**src/rtl/sdram_arb_pkg.sv**
```systemverilog
// sdram_arb_pkg: shared types and defaults for the SDRAM port arbiter.
//   arb_state_e     - arbiter FSM states (idle, command issue, wait for completion)
//   arb_owner_e     - which requester currently owns the memory port
//   BurstLenDefault - default number of 32-bit beats in a video burst read
package sdram_arb_pkg;

  typedef enum logic [1:0] {
    StIdle = 2'd0,
    StCmd  = 2'd1,
    StWait = 2'd2
  } arb_state_e;

  typedef enum logic [1:0] {
    OwnNone = 2'd0,
    OwnVid  = 2'd1,
    OwnCpu  = 2'd2
  } arb_owner_e;

  localparam int unsigned BurstLenDefault = 8;

endpackage

```
**src/rtl/sdram_port_arbiter.sv**
```systemverilog
// sdram_port_arbiter: shares one SDRAM controller port between a video burst
// reader and a CPU single-word port.
//   clk, reset_i                      - single clock, synchronous active-high reset
//   vid_req_i / vid_addr_i            - video burst read request and start address
//   vid_valid_o / vid_data_o          - forwarded read beats (combinational from memory)
//   vid_last_o / vid_done_o           - final-beat flag, completion pulse
//   cpu_req_i / cpu_we_i / cpu_addr_i / cpu_wdata_i / cpu_be_i - CPU single-word access
//   cpu_rdata_o / cpu_ack_o           - captured CPU read data, completion pulse
//   mem_req_o .. mem_be_o             - registered command toward the controller
//   mem_ack_i / mem_rvalid_i / mem_rdata_i / mem_done_i - controller responses
// Video wins simultaneous requests until it has taken VID_MAX_CONSEC grants in a
// row while the CPU was waiting; then the CPU gets the next grant.
module sdram_port_arbiter
  import sdram_arb_pkg::*;
#(
  parameter int unsigned ADDR_W         = 24,
  parameter int unsigned BURST_LEN      = BurstLenDefault,
  parameter int unsigned VID_MAX_CONSEC = 3
) (
  input  logic              clk,
  input  logic              reset_i,
  // video port
  input  logic              vid_req_i,
  input  logic [ADDR_W-1:0] vid_addr_i,
  output logic              vid_valid_o,
  output logic [31:0]       vid_data_o,
  output logic              vid_last_o,
  output logic              vid_done_o,
  // cpu port
  input  logic              cpu_req_i,
  input  logic              cpu_we_i,
  input  logic [ADDR_W-1:0] cpu_addr_i,
  input  logic [31:0]       cpu_wdata_i,
  input  logic [3:0]        cpu_be_i,
  output logic [31:0]       cpu_rdata_o,
  output logic              cpu_ack_o,
  // controller port
  output logic              mem_req_o,
  output logic              mem_we_o,
  output logic              mem_burst_o,
  output logic [ADDR_W-1:0] mem_addr_o,
  output logic [31:0]       mem_wdata_o,
  output logic [3:0]        mem_be_o,
  input  logic              mem_ack_i,
  input  logic              mem_rvalid_i,
  input  logic [31:0]       mem_rdata_i,
  input  logic              mem_done_i
);

  localparam int unsigned BeatW  = $clog2(BURST_LEN + 1);
  localparam int unsigned StarvW = (VID_MAX_CONSEC > 0) ? $clog2(VID_MAX_CONSEC + 1) : 1;

  localparam logic [BeatW-1:0]  LastBeat  = BeatW'(BURST_LEN - 1);
  localparam logic [BeatW-1:0]  BeatsDone = BeatW'(BURST_LEN);
  localparam logic [StarvW-1:0] StarvMax  = StarvW'(VID_MAX_CONSEC);

  arb_state_e        r_state;
  arb_owner_e        r_owner;
  logic [StarvW-1:0] r_starv;
  logic [BeatW-1:0]  r_beat;
  logic              r_done_pend;
  logic              r_vid_done;
  logic              r_cpu_ack;
  logic [31:0]       r_cpu_rdata;
  logic              r_mem_req;
  logic              r_mem_we;
  logic              r_mem_burst;
  logic [ADDR_W-1:0] r_mem_addr;
  logic [31:0]       r_mem_wdata;
  logic [3:0]        r_mem_be;

  logic w_grant_vid;
  logic w_grant_cpu;
  logic w_vid_fwd;
  logic w_cpu_capture;

  // Video has priority unless the CPU has been starved for the full allowance.
  assign w_grant_vid = vid_req_i && !(cpu_req_i && (r_starv == StarvMax));
  assign w_grant_cpu = cpu_req_i && !w_grant_vid;

  // Read beats only count in WAIT; beats past the burst length are dropped.
  assign w_vid_fwd     = (r_state == StWait) && (r_owner == OwnVid) && mem_rvalid_i &&
                         (r_beat != BeatsDone);
  assign w_cpu_capture = (r_state == StWait) && (r_owner == OwnCpu) && mem_rvalid_i &&
                         !r_mem_we;

  assign vid_valid_o = w_vid_fwd;
  assign vid_data_o  = mem_rdata_i;
  assign vid_last_o  = w_vid_fwd && (r_beat == LastBeat);
  assign vid_done_o  = r_vid_done;
  assign cpu_ack_o   = r_cpu_ack;
  assign cpu_rdata_o = r_cpu_rdata;
  assign mem_req_o   = r_mem_req;
  assign mem_we_o    = r_mem_we;
  assign mem_burst_o = r_mem_burst;
  assign mem_addr_o  = r_mem_addr;
  assign mem_wdata_o = r_mem_wdata;
  assign mem_be_o    = r_mem_be;

  always_ff @(posedge clk) begin
    if (reset_i) begin
      r_state     <= StIdle;
      r_owner     <= OwnNone;
      r_starv     <= '0;
      r_beat      <= '0;
      r_done_pend <= 1'b0;
      r_vid_done  <= 1'b0;
      r_cpu_ack   <= 1'b0;
      r_cpu_rdata <= '0;
      r_mem_req   <= 1'b0;
      r_mem_we    <= 1'b0;
      r_mem_burst <= 1'b0;
      r_mem_addr  <= '0;
      r_mem_wdata <= '0;
      r_mem_be    <= '0;
    end else begin
      r_vid_done <= 1'b0;
      r_cpu_ack  <= 1'b0;

      if (w_cpu_capture) begin
        r_cpu_rdata <= mem_rdata_i;
      end
      if (w_vid_fwd) begin
        r_beat <= r_beat + BeatW'(1);
      end

      unique case (r_state)
        StIdle: begin
          r_done_pend <= 1'b0;
          if (w_grant_vid) begin
            r_owner     <= OwnVid;
            r_state     <= StCmd;
            r_mem_req   <= 1'b1;
            r_mem_we    <= 1'b0;
            r_mem_burst <= 1'b1;
            r_mem_addr  <= vid_addr_i;
            r_mem_wdata <= '0;
            r_mem_be    <= 4'hF;
            r_beat      <= '0;
            // Only count grants that actually made the CPU wait.
            if (!cpu_req_i) begin
              r_starv <= '0;
            end else if (r_starv != StarvMax) begin
              r_starv <= r_starv + StarvW'(1);
            end
          end else if (w_grant_cpu) begin
            r_owner     <= OwnCpu;
            r_state     <= StCmd;
            r_mem_req   <= 1'b1;
            r_mem_we    <= cpu_we_i;
            r_mem_burst <= 1'b0;
            r_mem_addr  <= cpu_addr_i;
            r_mem_wdata <= cpu_wdata_i;
            r_mem_be    <= cpu_be_i;
            r_starv     <= '0;
          end
        end

        StCmd: begin
          if (mem_ack_i) begin
            r_mem_req   <= 1'b0;
            r_state     <= StWait;
            // Done arriving with ack completes one cycle later from WAIT.
            r_done_pend <= mem_done_i;
          end
        end

        StWait: begin
          if (mem_done_i || r_done_pend) begin
            r_done_pend <= 1'b0;
            r_state     <= StIdle;
            r_owner     <= OwnNone;
            if (r_owner == OwnVid) begin
              r_vid_done <= 1'b1;
            end else if (r_owner == OwnCpu) begin
              r_cpu_ack <= 1'b1;
            end
          end
        end

        default: begin
          r_state <= StIdle;
          r_owner <= OwnNone;
        end
      endcase
    end
  end

endmodule

```
**config.mk**
```make
export PLATFORM = sky130hd
export DESIGN_NAME = sdram_port_arbiter
export DESIGN_NICKNAME = d
export VERILOG_FILES = /design/src/rtl/sdram_arb_pkg.sv /design/src/rtl/sdram_port_arbiter.sv
export SDC_FILE = /design/constraint.sdc
export NUM_CORES = 1
export LEC_CHECK = 0
export ABC_AREA = 1
export BUFFER_PORTS_ARGS = -buffer_cell sky130_fd_sc_hd__buf_2
export CAP_MARGIN = 20
export CELL_PAD_IN_SITES_DETAIL_PLACEMENT = 0
export CELL_PAD_IN_SITES_GLOBAL_PLACEMENT = 1
export CORE_MARGIN = 3
export CORE_UTILIZATION = 32
export DETAILED_ROUTE_END_ITERATION = 7
export PLACE_DENSITY = 0.86
export SKIP_CTS_REPAIR_TIMING = 1
export SYNTH_ARGS = -nofsm -noshare
export SYNTH_HDL_FRONTEND = slang
export SYNTH_SLANG_ARGS = --single-unit
```
**constraint.sdc**
```tcl
create_clock -name clk -period 3.6 [get_ports clk]
set_input_delay 0.18 -clock clk [delete_from_list [all_inputs] [get_ports clk]]
set_output_delay 0.18 -clock clk [all_outputs]
set_load 0.005 [all_outputs]
```
==> metrics.csv <==
metric,value,unit
status,"finished, final reports clean",
die_x,125,um
finalWirelength,13200,um
path_clk_slew,0.06,ns
hold_path.class,in -> reg,
yosysTopAreaCell,dfxtp_1,
synth_fp_nets,767,
port_buffers,254,
yosysWarnings,0,
gr-total-overflow,0,
synthXorXnorAreaFrac,0,%
critPathBufInv,3,
clkLatencyLatePin,0.34,ns
pin_count,255,
first_global_vias,4167,
synth_edf_count,0,
post-place-ws,1.30,ns
ir_worst_vdd,0.344,mV
routedWlPerCell,12.9,um
fin_crit_sh,60.9,%
synth-main-ff-cell,dfxtp_1,
chipHeight,125,um
critical-path-top-delay-family,simple AND/OR/NAND/NOR gates,
synth-async-reset-ratio,0,%
clock_path_buffers,2,
grtUsageTotal,16.3,%
diodes,0,
setup_viol,0,
numCtsBuffers,9,
dr.pass1.iters,4,
final_antenna_net_count,0,
cap_violations,0,
ys_seq_area_share,47.8,%
grt_first_pass_wirelength,20800,um
h-tree-depth,3,
slew_violations,0,
synth_area_leaders,"dfxtp_1 48%, nor2_1 13%, nand2_1 11%",
vias,4540,
crit_required,3.83,ns
slew_headroom,51.7,%
cts_tree,yes,
rsz0062_at_grt,false,
hold_slack,0.0537,ns
worst_pin_slew,0.724,ns
dp_hpwl,9670,um
synth.distinct_cells,21,
setup_tns,0,ns
drive_above_1_share,33.0,%
gp_congestion,0.827,
seqPwrFrac,49.5,%
synth_area,4520,um2
cp-start-kind,register,
grt_max_degree,53,
fin_crit,2.19,ns
die-area,15600,um2
clock_sinks,108,
post-route-util,44.0,%
critPathMaxFanout,50,
critPathArrivalTime,2.42,ns
synthAdderAreaFrac,0.830,%
setup_ws,1.41,ns
p_per_area,442,nW/um2
post-route-drc-count,0,
initial_core_util,33.5,%
leakagePower,0.00316,uW
synth_top_area_share,47.8,%
cts-root-buf,clkbuf_16,
ys_ff_latch,108,
postSynthCellCount,640,
power.switching,683,uW
synth-compound-area-share,12.0,%
core,13500,um2
fillers,1468,
synthSimpleGateAreaFrac,26.5,%
drt_iter0_drc,229,
p_sw_share,26.1,%
intPower,1940,uW
crit_slowest_cell,nor2_4,
num_rows,42,
area_growth,31.3,%
synth_top_family_by_area,simple AND/OR/NAND/NOR gates,
critPathCaptureType,register,
layout.nets,971,
hold_viol,0,
cp_cell_sequence,"ha_1, nand2_1, nand2_1, buf_4, inv_2, nor2_4, inv_1, nor2_1, nor2_1",
synth_common_cells,"159 x nor2_1, 138 x nand2_1, 108 x dfxtp_1, 55 x o21ai_0, 45 x a21oi_1",
comb_power_share,14.9,%
antenna_found_initial,0,
synthMuxAreaShare,0,%
skew,0.00646,ns
via_per_inst,4.43,
fmax,456,MHz
avgSynthCellArea,7.07,um2
synth.most_common_cell,nor2_1,
pwr-share-clk,35.6,%
critPathMaxStageDelay,0.58,ns
crit_type,reg -> reg,
-- layout by cell type, fill, tap and decap left out --
| cell type | count |
|---|---|
| a21oi_1 | 45 |
| buf_12 | 1 |
| buf_2 | 254 |
| buf_4 | 4 |
| clkbuf_1 | 2 |
| clkbuf_16 | 9 |
| clkbuf_8 | 2 |
| clkinv_1 | 1 |
| clkinv_2 | 1 |
| clkinv_4 | 1 |
| clkinvlp_4 | 1 |
| dfxtp_1 | 108 |
| ha_1 | 3 |
| inv_1 | 40 |
| inv_2 | 3 |
| nand2_1 | 138 |
| nand3_1 | 8 |
| nand3b_1 | 2 |
| nor2_1 | 159 |
| nor2_2 | 2 |
| nor2_4 | 1 |
| nor3_1 | 1 |
| o21ai_0 | 55 |
| o21ai_1 | 7 |
| o21ai_4 | 1 |
-- per-stage QoR --
step | instance area [um2] | std cells | power, uW
4_1_cts | 5920 | 1024 | 2660
2_1_floorplan | 4520 | 640 | 1550
3_3_place_gp | 5640 | 1008 | 1710
3_5_place_dp | 5640 | 1008 | 1720
6_report | 5940 | 1025 | 2620
5_1_grt | 5940 | 1025 | 2760
-- flip-flops by register name (all words and copies together) (netlist names) --
name / cells
cpu_ack_o: 1
r_starv: 2
r_state: 2
mem_we_o: 1
r_done_pend: 1
mem_be_o: 4
cpu_rdata_o: 32
mem_wdata_o: 32
r_beat: 4
mem_burst_o: 1
mem_req_o: 1
r_owner: 2
vid_done_o: 1
mem_addr_o: 24
-- power groups by stage --
stage / Combinational [uW] / Clock (uW) / Sequential, uW
6_report: 392 / 934 / 1300
5_1_grt: 448 / 1010 / 1310
3_3_place_gp: 391 / 0 / 1320
4_1_cts: 394 / 970 / 1300
3_5_place_dp: 393 / 0 / 1320
2_1_floorplan: 222 / 0 / 1330
-- cell families after synthesis --
family                     Yosys count
and+or+nand+nor                    311
AOI/OAI and AO/OA                  108
adders and majority gates            3
buffers and inverters              110
DFF                                108
-- area by class of cell --
class | count | area (um2) | share of cell area [%]
inverters | 44 | 165 | 2.78
flip-flops and latches | 108 | 2160 | 36.4
well taps | 176 | 220 | 3.71
repair buffers | 259 | 1320 | 22.3
clock inverters | 3 | 21.3 | 0.358
clock buffers | 13 | 260 | 4.38
multi-input cells | 422 | 1790 | 30.1
-- metal layers --
metal	track usage, %	part of all wire [%]
met1	18.0	41
met2	28.5	48
met3	6.35	9.1
met4	5.55	2.0
met5	0	0
-- worst register-to-register path, stage by stage, from the launching register on --
cell and delay [ns]:
dfxtp_1 0.35, ha_1 0.15, nand2_1 0.05, nand2_1 0.05
buf_4 0.40, inv_2 0.09, nor2_4 0.58, inv_1 0.23
nor2_1 0.14, nor2_1 0.05
-- path summary, 6_finish.rpt --
check	from	end	slack [ns]	cells after the start
max	r_starv[0]	mem_be_o[0]	1.41	9
min	cpu_be_i[2]	mem_be_o[2]	0.05	3
max reg2reg	r_starv[0]	mem_be_o[0]	1.41	9
min reg2reg	mem_wdata_o[9]	mem_wdata_o[9]	0.46	2
No activity file was read; power rests on OpenSTA's default activity.
